--- config.mk ---
export PLATFORM = sky130hd
export DESIGN_NAME = vga_timing_gen
export DESIGN_NICKNAME = d
export VERILOG_FILES = /design/src/rtl/vga_timing_pkg.sv /design/src/rtl/vga_timing_gen_sync_delay.sv /design/src/rtl/vga_timing_gen.sv
export SDC_FILE = /design/constraint.sdc
export NUM_CORES = 1
export LEC_CHECK = 0
export CAP_MARGIN = 20
export CORE_MARGIN = 1.5
export CORE_UTILIZATION = 40
export CTS_BUF_LIST = sky130_fd_sc_hd__clkbuf_16
export CTS_CLUSTER_SIZE = 10
export DETAILED_ROUTE_END_ITERATION = 6
export HOLD_SLACK_MARGIN = 0.08
export PLACE_DENSITY = 0.76
export SLEW_MARGIN = 20
export SYNTH_ARGS = -nofsm -noshare
export SYNTH_HDL_FRONTEND = slang
export SYNTH_SLANG_ARGS = --single-unit
--- constraint.sdc ---
create_clock -name clk -period 2.8 [get_ports clk]
set_input_delay 0.56 -clock clk [delete_from_list [all_inputs] [get_ports clk]]
set_output_delay 0.56 -clock clk [all_outputs]
set_load 0.02 [all_outputs]
--- src/rtl/vga_timing_pkg.sv ---
//==============================================================================
// Module : vga_timing_pkg
// Brief  : Default VGA 640x480 raster constants and the sync bundle type.
// Rev    : 1.0  initial release
//==============================================================================
`default_nettype none

package vga_timing_pkg;

  localparam int H_VISIBLE = 640;
  localparam int H_FRONT   = 16;
  localparam int H_SYNC    = 96;
  localparam int H_BACK    = 48;
  localparam int V_VISIBLE = 480;
  localparam int V_FRONT   = 10;
  localparam int V_SYNC    = 2;
  localparam int V_BACK    = 33;

  localparam int H_TOTAL  = H_VISIBLE + H_FRONT + H_SYNC + H_BACK;
  localparam int V_TOTAL  = V_VISIBLE + V_FRONT + V_SYNC + V_BACK;
  localparam int HS_START = H_VISIBLE + H_FRONT;
  localparam int HS_END   = HS_START + H_SYNC - 1;
  localparam int VS_START = V_VISIBLE + V_FRONT;
  localparam int VS_END   = VS_START + V_SYNC - 1;

  typedef struct packed {
    logic hs;
    logic vs;
    logic de;
  } sync_t;

  // Syncs are active-low, so the idle bundle has hs/vs high and de low.
  localparam sync_t SYNC_IDLE = '{hs: 1'b1, vs: 1'b1, de: 1'b0};

  function automatic logic in_range(input logic [9:0] v,
                                    input logic [9:0] lo,
                                    input logic [9:0] hi);
    return (v >= lo) && (v <= hi);
  endfunction

endpackage

`default_nettype wire

--- src/rtl/vga_timing_gen_sync_delay.sv ---
//==============================================================================
// Module : sync_delay
// Brief  : Clock-enable gated shift register with reset value; wire at DEPTH=0.
// Rev    : 1.0  initial release
//==============================================================================
`default_nettype none

module sync_delay #(
  parameter int  DEPTH     = 1,
  parameter type T         = vga_timing_pkg::sync_t,
  parameter T    RESET_VAL = T'('0)
) (
  input  logic clk,
  input  logic reset,
  input  logic ce,
  input  T     din,
  output T     dout
);

  generate
    if (DEPTH == 0) begin : g_bypass
      logic w_unused;
      assign w_unused = clk ^ reset ^ ce;
      assign dout     = din;
    end else begin : g_shift
      T r_stage [DEPTH];

      always_ff @(posedge clk or posedge reset) begin
        if (reset) begin
          for (int i = 0; i < DEPTH; i++) r_stage[i] <= RESET_VAL;
        end else if (ce) begin
          r_stage[0] <= din;
          for (int i = 1; i < DEPTH; i++) r_stage[i] <= r_stage[i-1];
        end
      end

      assign dout = r_stage[DEPTH-1];
    end
  endgenerate

endmodule

`default_nettype wire

--- src/rtl/vga_timing_gen.sv ---
//==============================================================================
// Module : vga_timing_gen
// Brief  : Raster counters, delayed hsync/vsync/vde, frame pulse/count, blink.
// Rev    : 1.0  initial release
//==============================================================================
`default_nettype none

module vga_timing_gen #(
  parameter int H_VISIBLE  = vga_timing_pkg::H_VISIBLE,
  parameter int H_FRONT    = vga_timing_pkg::H_FRONT,
  parameter int H_SYNC     = vga_timing_pkg::H_SYNC,
  parameter int H_BACK     = vga_timing_pkg::H_BACK,
  parameter int V_VISIBLE  = vga_timing_pkg::V_VISIBLE,
  parameter int V_FRONT    = vga_timing_pkg::V_FRONT,
  parameter int V_SYNC     = vga_timing_pkg::V_SYNC,
  parameter int V_BACK     = vga_timing_pkg::V_BACK,
  parameter int PIPE_DELAY = 1,
  parameter int BLINK_LOG2 = 5
) (
  input  logic       clk,
  input  logic       reset,
  input  logic       pix_ce,
  output logic [9:0] DrawX,
  output logic [9:0] DrawY,
  output logic       hsync,
  output logic       vsync,
  output logic       vde,
  output logic       frame_start,
  output logic [7:0] frame_count,
  output logic       blink
);

  import vga_timing_pkg::*;

  localparam int c_h_total = H_VISIBLE + H_FRONT + H_SYNC + H_BACK;
  localparam int c_v_total = V_VISIBLE + V_FRONT + V_SYNC + V_BACK;

  localparam logic [9:0] c_h_last   = 10'(c_h_total - 1);
  localparam logic [9:0] c_v_last   = 10'(c_v_total - 1);
  localparam logic [9:0] c_hs_start = 10'(H_VISIBLE + H_FRONT);
  localparam logic [9:0] c_hs_end   = 10'(H_VISIBLE + H_FRONT + H_SYNC - 1);
  localparam logic [9:0] c_vs_start = 10'(V_VISIBLE + V_FRONT);
  localparam logic [9:0] c_vs_end   = 10'(V_VISIBLE + V_FRONT + V_SYNC - 1);
  localparam logic [9:0] c_h_vis    = 10'(H_VISIBLE);
  localparam logic [9:0] c_v_vis    = 10'(V_VISIBLE);
  localparam logic [2:0] c_blink    = 3'(BLINK_LOG2);

  generate
    if (c_h_total > 1024 || c_v_total > 1024 || PIPE_DELAY < 0 || PIPE_DELAY > 4 ||
        BLINK_LOG2 < 0 || BLINK_LOG2 > 7) begin : g_bad_params
      $error("vga_timing_gen: totals must fit 10 bits, PIPE_DELAY 0..4, BLINK_LOG2 0..7");
    end
  endgenerate

  logic [9:0] r_hc;
  logic [9:0] r_vc;
  logic       r_frame_start;
  logic [7:0] r_frame_count;
  logic       w_h_last;
  logic       w_v_last;
  sync_t      w_raw;
  sync_t      w_dly;

  assign w_h_last = (r_hc == c_h_last);
  assign w_v_last = (r_vc == c_v_last);

  // frame_start is cleared on every edge, so it only survives one clock.
  always_ff @(posedge clk or posedge reset) begin
    if (reset) begin
      r_hc          <= '0;
      r_vc          <= '0;
      r_frame_start <= 1'b0;
      r_frame_count <= '0;
    end else begin
      r_frame_start <= 1'b0;
      if (pix_ce) begin
        if (w_h_last) begin
          r_hc <= '0;
          if (w_v_last) begin
            r_vc          <= '0;
            r_frame_start <= 1'b1;
            r_frame_count <= r_frame_count + 8'd1;
          end else begin
            r_vc <= r_vc + 10'd1;
          end
        end else begin
          r_hc <= r_hc + 10'd1;
        end
      end
    end
  end

  always_comb begin
    w_raw    = SYNC_IDLE;
    w_raw.hs = ~in_range(r_hc, c_hs_start, c_hs_end);
    w_raw.vs = ~in_range(r_vc, c_vs_start, c_vs_end);
    w_raw.de = (r_hc < c_h_vis) && (r_vc < c_v_vis);
  end

  sync_delay #(
    .DEPTH     (PIPE_DELAY),
    .T         (sync_t),
    .RESET_VAL (SYNC_IDLE)
  ) u_sync_delay (
    .clk   (clk),
    .reset (reset),
    .ce    (pix_ce),
    .din   (w_raw),
    .dout  (w_dly)
  );

  assign DrawX       = r_hc;
  assign DrawY       = r_vc;
  assign hsync       = w_dly.hs;
  assign vsync       = w_dly.vs;
  assign vde         = w_dly.de;
  assign frame_start = r_frame_start;
  assign frame_count = r_frame_count;
  assign blink       = r_frame_count[c_blink];

endmodule

`default_nettype wire
==> flow_metrics.tcl <==
set metrics [dict create \
    grtUsageTotal_pct 18.4 \
    combPwrFrac_pct 19.1 \
    grt-ovfl-total 0 \
    cap_viol_max_count 0 \
    hold_buffers 0 \
    clock.fmax_ghz 0.462 \
    rows 23 \
    grt_pass1_wl_mm 5.97 \
    grt_max_degree 33 \
    rsz0062_at_grt "no" \
    cts_resized 0 \
    diodes 0 \
    period_share_pct 77.4 \
    crit_chain "inv_1 -> ha_1 -> nand4_1 -> or4_1 -> nor2_4 -> mux2_1" \
    worst_pin_slew_ps 512 \
    cts_tree "yes" \
    avgSynthCellArea_um2 10.7 \
    powerDensity_nw_per_um2 610 \
    whs_ps 477 \
    core_area_um2 3970 \
    critical_path_class "flip-flop to flip-flop" \
    fin_skew_ps 4.79 \
    initial_core_util_pct 41.4 \
    drt_pass1_iterations 4 \
    yosysSeqAreaShare_pct 48.9 \
    mappedNetlistArea_um2 1640 \
    viasPerCell 5.31 \
    ys_seq_elements 32 \
    relSlewSlack_pct 65.5 \
    power_switching_mw 0.390 \
    worstPathRequired_ps 2960 \
    p_clk_share_pct 38.1 \
    final_nets 203 \
    worstSkewPairLatency_ps 280 \
    wl_mm 3.59 \
    setup_violations 0 \
    syn_nets 162 \
    cts_htree_levels 2 \
    cts.sinks 32 \
    irDropWorstVdd_uv 299 \
    min_period_ps 2170 \
    min_path_type "flip-flop to flip-flop" \
    final_max_slew_viol_count 0 \
    clockBufferDepth 2 \
    die_y_um 67.1 \
    ys_warn_count 0 \
    die_w_um 67.1 \
    p_int_mw 0.947 \
    clkSlewWorstSetupHoldPaths_ps 50 \
    p_sw_share_pct 29.2 \
    finalHoldViolations 0 \
    cp_num_buf_inv 1 \
    grt_antenna_before_repair 0 \
    syn-instance-count 153 \
    cts_made_buffers 5 \
    grt_pass1_vias 1190 \
    post-dp-hpwl_mm 2.48 \
    place.gp.congestion 0.799 \
    drive_gt1_share_pct 11.3 \
    cts_setup_buffers 0 \
    route.detailed.drc 0 \
    cp-end-kind "flip-flop" \
    max_stage_delay_ps 670 \
    drt_iter0_markers 78 \
    ant_nets 0 \
    crit_fanout 7 \
    area_growth_pct 33.4 \
    status "finished clean" \
    vias 1301 \
    startpoint_type "flip-flop" \
    cpMaxStageDelayCell "or4_1" \
    yosysUniqueCellTypes 34 \
    ios 36 \
    dieArea_um2 4500 \
    setup_tns_ps 0 \
    post-place-cells 237 \
    crit_arrival_ps 2320 \
    leakagePower_nw 0.951 \
    power_frac_seq_pct 42.8 \
    port_buffers 35 \
    post_drt_wl_per_cell_um 14.6 \
    crit_family "simple AND/OR/NAND/NOR gates" \
    fin_cells 245 \
    cts_root_buf "clkbuf_16" \
]
final cells by class:
type                    instances  area [µm²]
clock buffers                   5         125
clock inverters                 3        13.8
repair buffers                 39         380
multi-input cells             110         783
well taps                      50        62.6
inverters                       6        22.5
flip-flops and latches         32         803
fillers                       365        1780
per-layer routing:
layer	global-route usage [%]	part of all wire, %
met3	5.41	6.4
met4	7.65	1.5
met2	27.0	47
met1	25.0	45
met5	0	0
registers in the layout, indices dropped and copies added, names as in the netlist:
name and flops:
DrawX 10, DrawY 10, u_sync_delay.dout 3, frame_start 1, frame_count 8
metrics by stage:
step / total power, mW / instance area (µm²) / setup WS [ps] / utilization (%)
after floorplan: 0.724 / 1640 / 729 / -
after global placement: 0.832 / 2050 / 613 / 51.7
after detailed placement: 0.838 / 2050 / 599 / 51.7
after CTS: 1.35 / 2190 / 622 / 55.2
after global routing: 1.41 / 2190 / 525 / 55.2
final: 1.34 / 2190 / 634 / 55.2
worst paths after layout:
| kind | slack [ps] | end | depth (start not counted) | start |
|---|---|---|---|---|
| max | 630 | frame_count[1] | 6 | DrawY[0] |
| min reg2reg | 480 | frame_count[7] | 1 | frame_count[7] |
| min in group asynchronous | 670 | DrawX[8] | 3 | reset |
| max in group asynchronous | 1800 | u_sync_delay.dout[1] | 3 | reset |
| min | 480 | frame_count[7] | 1 | frame_count[7] |
| max reg2reg | 630 | frame_count[1] | 6 | DrawY[0] |
cells in the final DEF (no fill, tap or decap), drive strengths merged:
cell type      instances
clkbuf                 5
a21oi                  4
nand3                 13
nand2                  8
xor2                   8
clkinv                 3
nand4b                 1
or4b                   1
and2                   1
dfrtp                 30
or4                    1
inv                    6
dfstp                  2
mux2                   1
and4                   5
and3                   3
nor3                   5
nand4                  8
nor2                  11
nor4b                  2
ha                     6
o21ai                 10
nor4                   5
xnor2                 13
buf                    4
clkdlybuf4s50         35
or3                    2
o311ai                 2
synthesized netlist by cell type (all sizes together):
| cell type | n | area share (%) |
|---|---|---|
| dfstp | 2 | 3.2 |
| xor2 | 8 | 4.3 |
| or3 | 2 | 0.76 |
| o311ai | 2 | 1.1 |
| and2 | 1 | 0.46 |
| buf | 3 | 1.6 |
| dfrtp | 30 | 46 |
| nand4 | 8 | 3.0 |
| inv | 6 | 1.4 |
| nand2 | 8 | 1.8 |
| and4 | 5 | 2.8 |
| or4 | 1 | 0.46 |
| a21oi | 4 | 1.2 |
| clkbuf | 2 | 0.46 |
| ha | 6 | 4.6 |
| mux2 | 1 | 0.69 |
| nand4b | 1 | 0.53 |
| and3 | 3 | 1.2 |
| nor2 | 11 | 3.0 |
| nand3 | 13 | 4.3 |
| xnor2 | 13 | 6.9 |
| nor4b | 2 | 2.0 |
| or4b | 1 | 0.61 |
| nor4 | 5 | 2.8 |
| o21ai | 10 | 3.0 |
| nor3 | 5 | 2.1 |
cell families after synthesis:
logic type | count (synthesis) | synth area share [%]
AND/OR/NAND/NOR | 66 | 25.9
flip-flops | 32 | 48.9
XOR/XNOR | 21 | 11.2
AO/OA/AOI/OAI | 16 | 5.33
buffers and inverters | 11 | 3.43
adder cells (fa/ha/maj) | 6 | 4.57
multiplexers | 1 | 0.685
power groups by stage:
stage | Clock (mW) | Combinational, mW | Sequential [mW]
4_1_cts | 0.522 | 0.257 | 0.574
3_3_place_gp | 0 | 0.251 | 0.580
6_report | 0.509 | 0.255 | 0.573
5_1_grt | 0.543 | 0.281 | 0.585
2_1_floorplan | 0 | 0.121 | 0.603
3_5_place_dp | 0 | 0.257 | 0.582
Power figures use the tool's default switching activity.
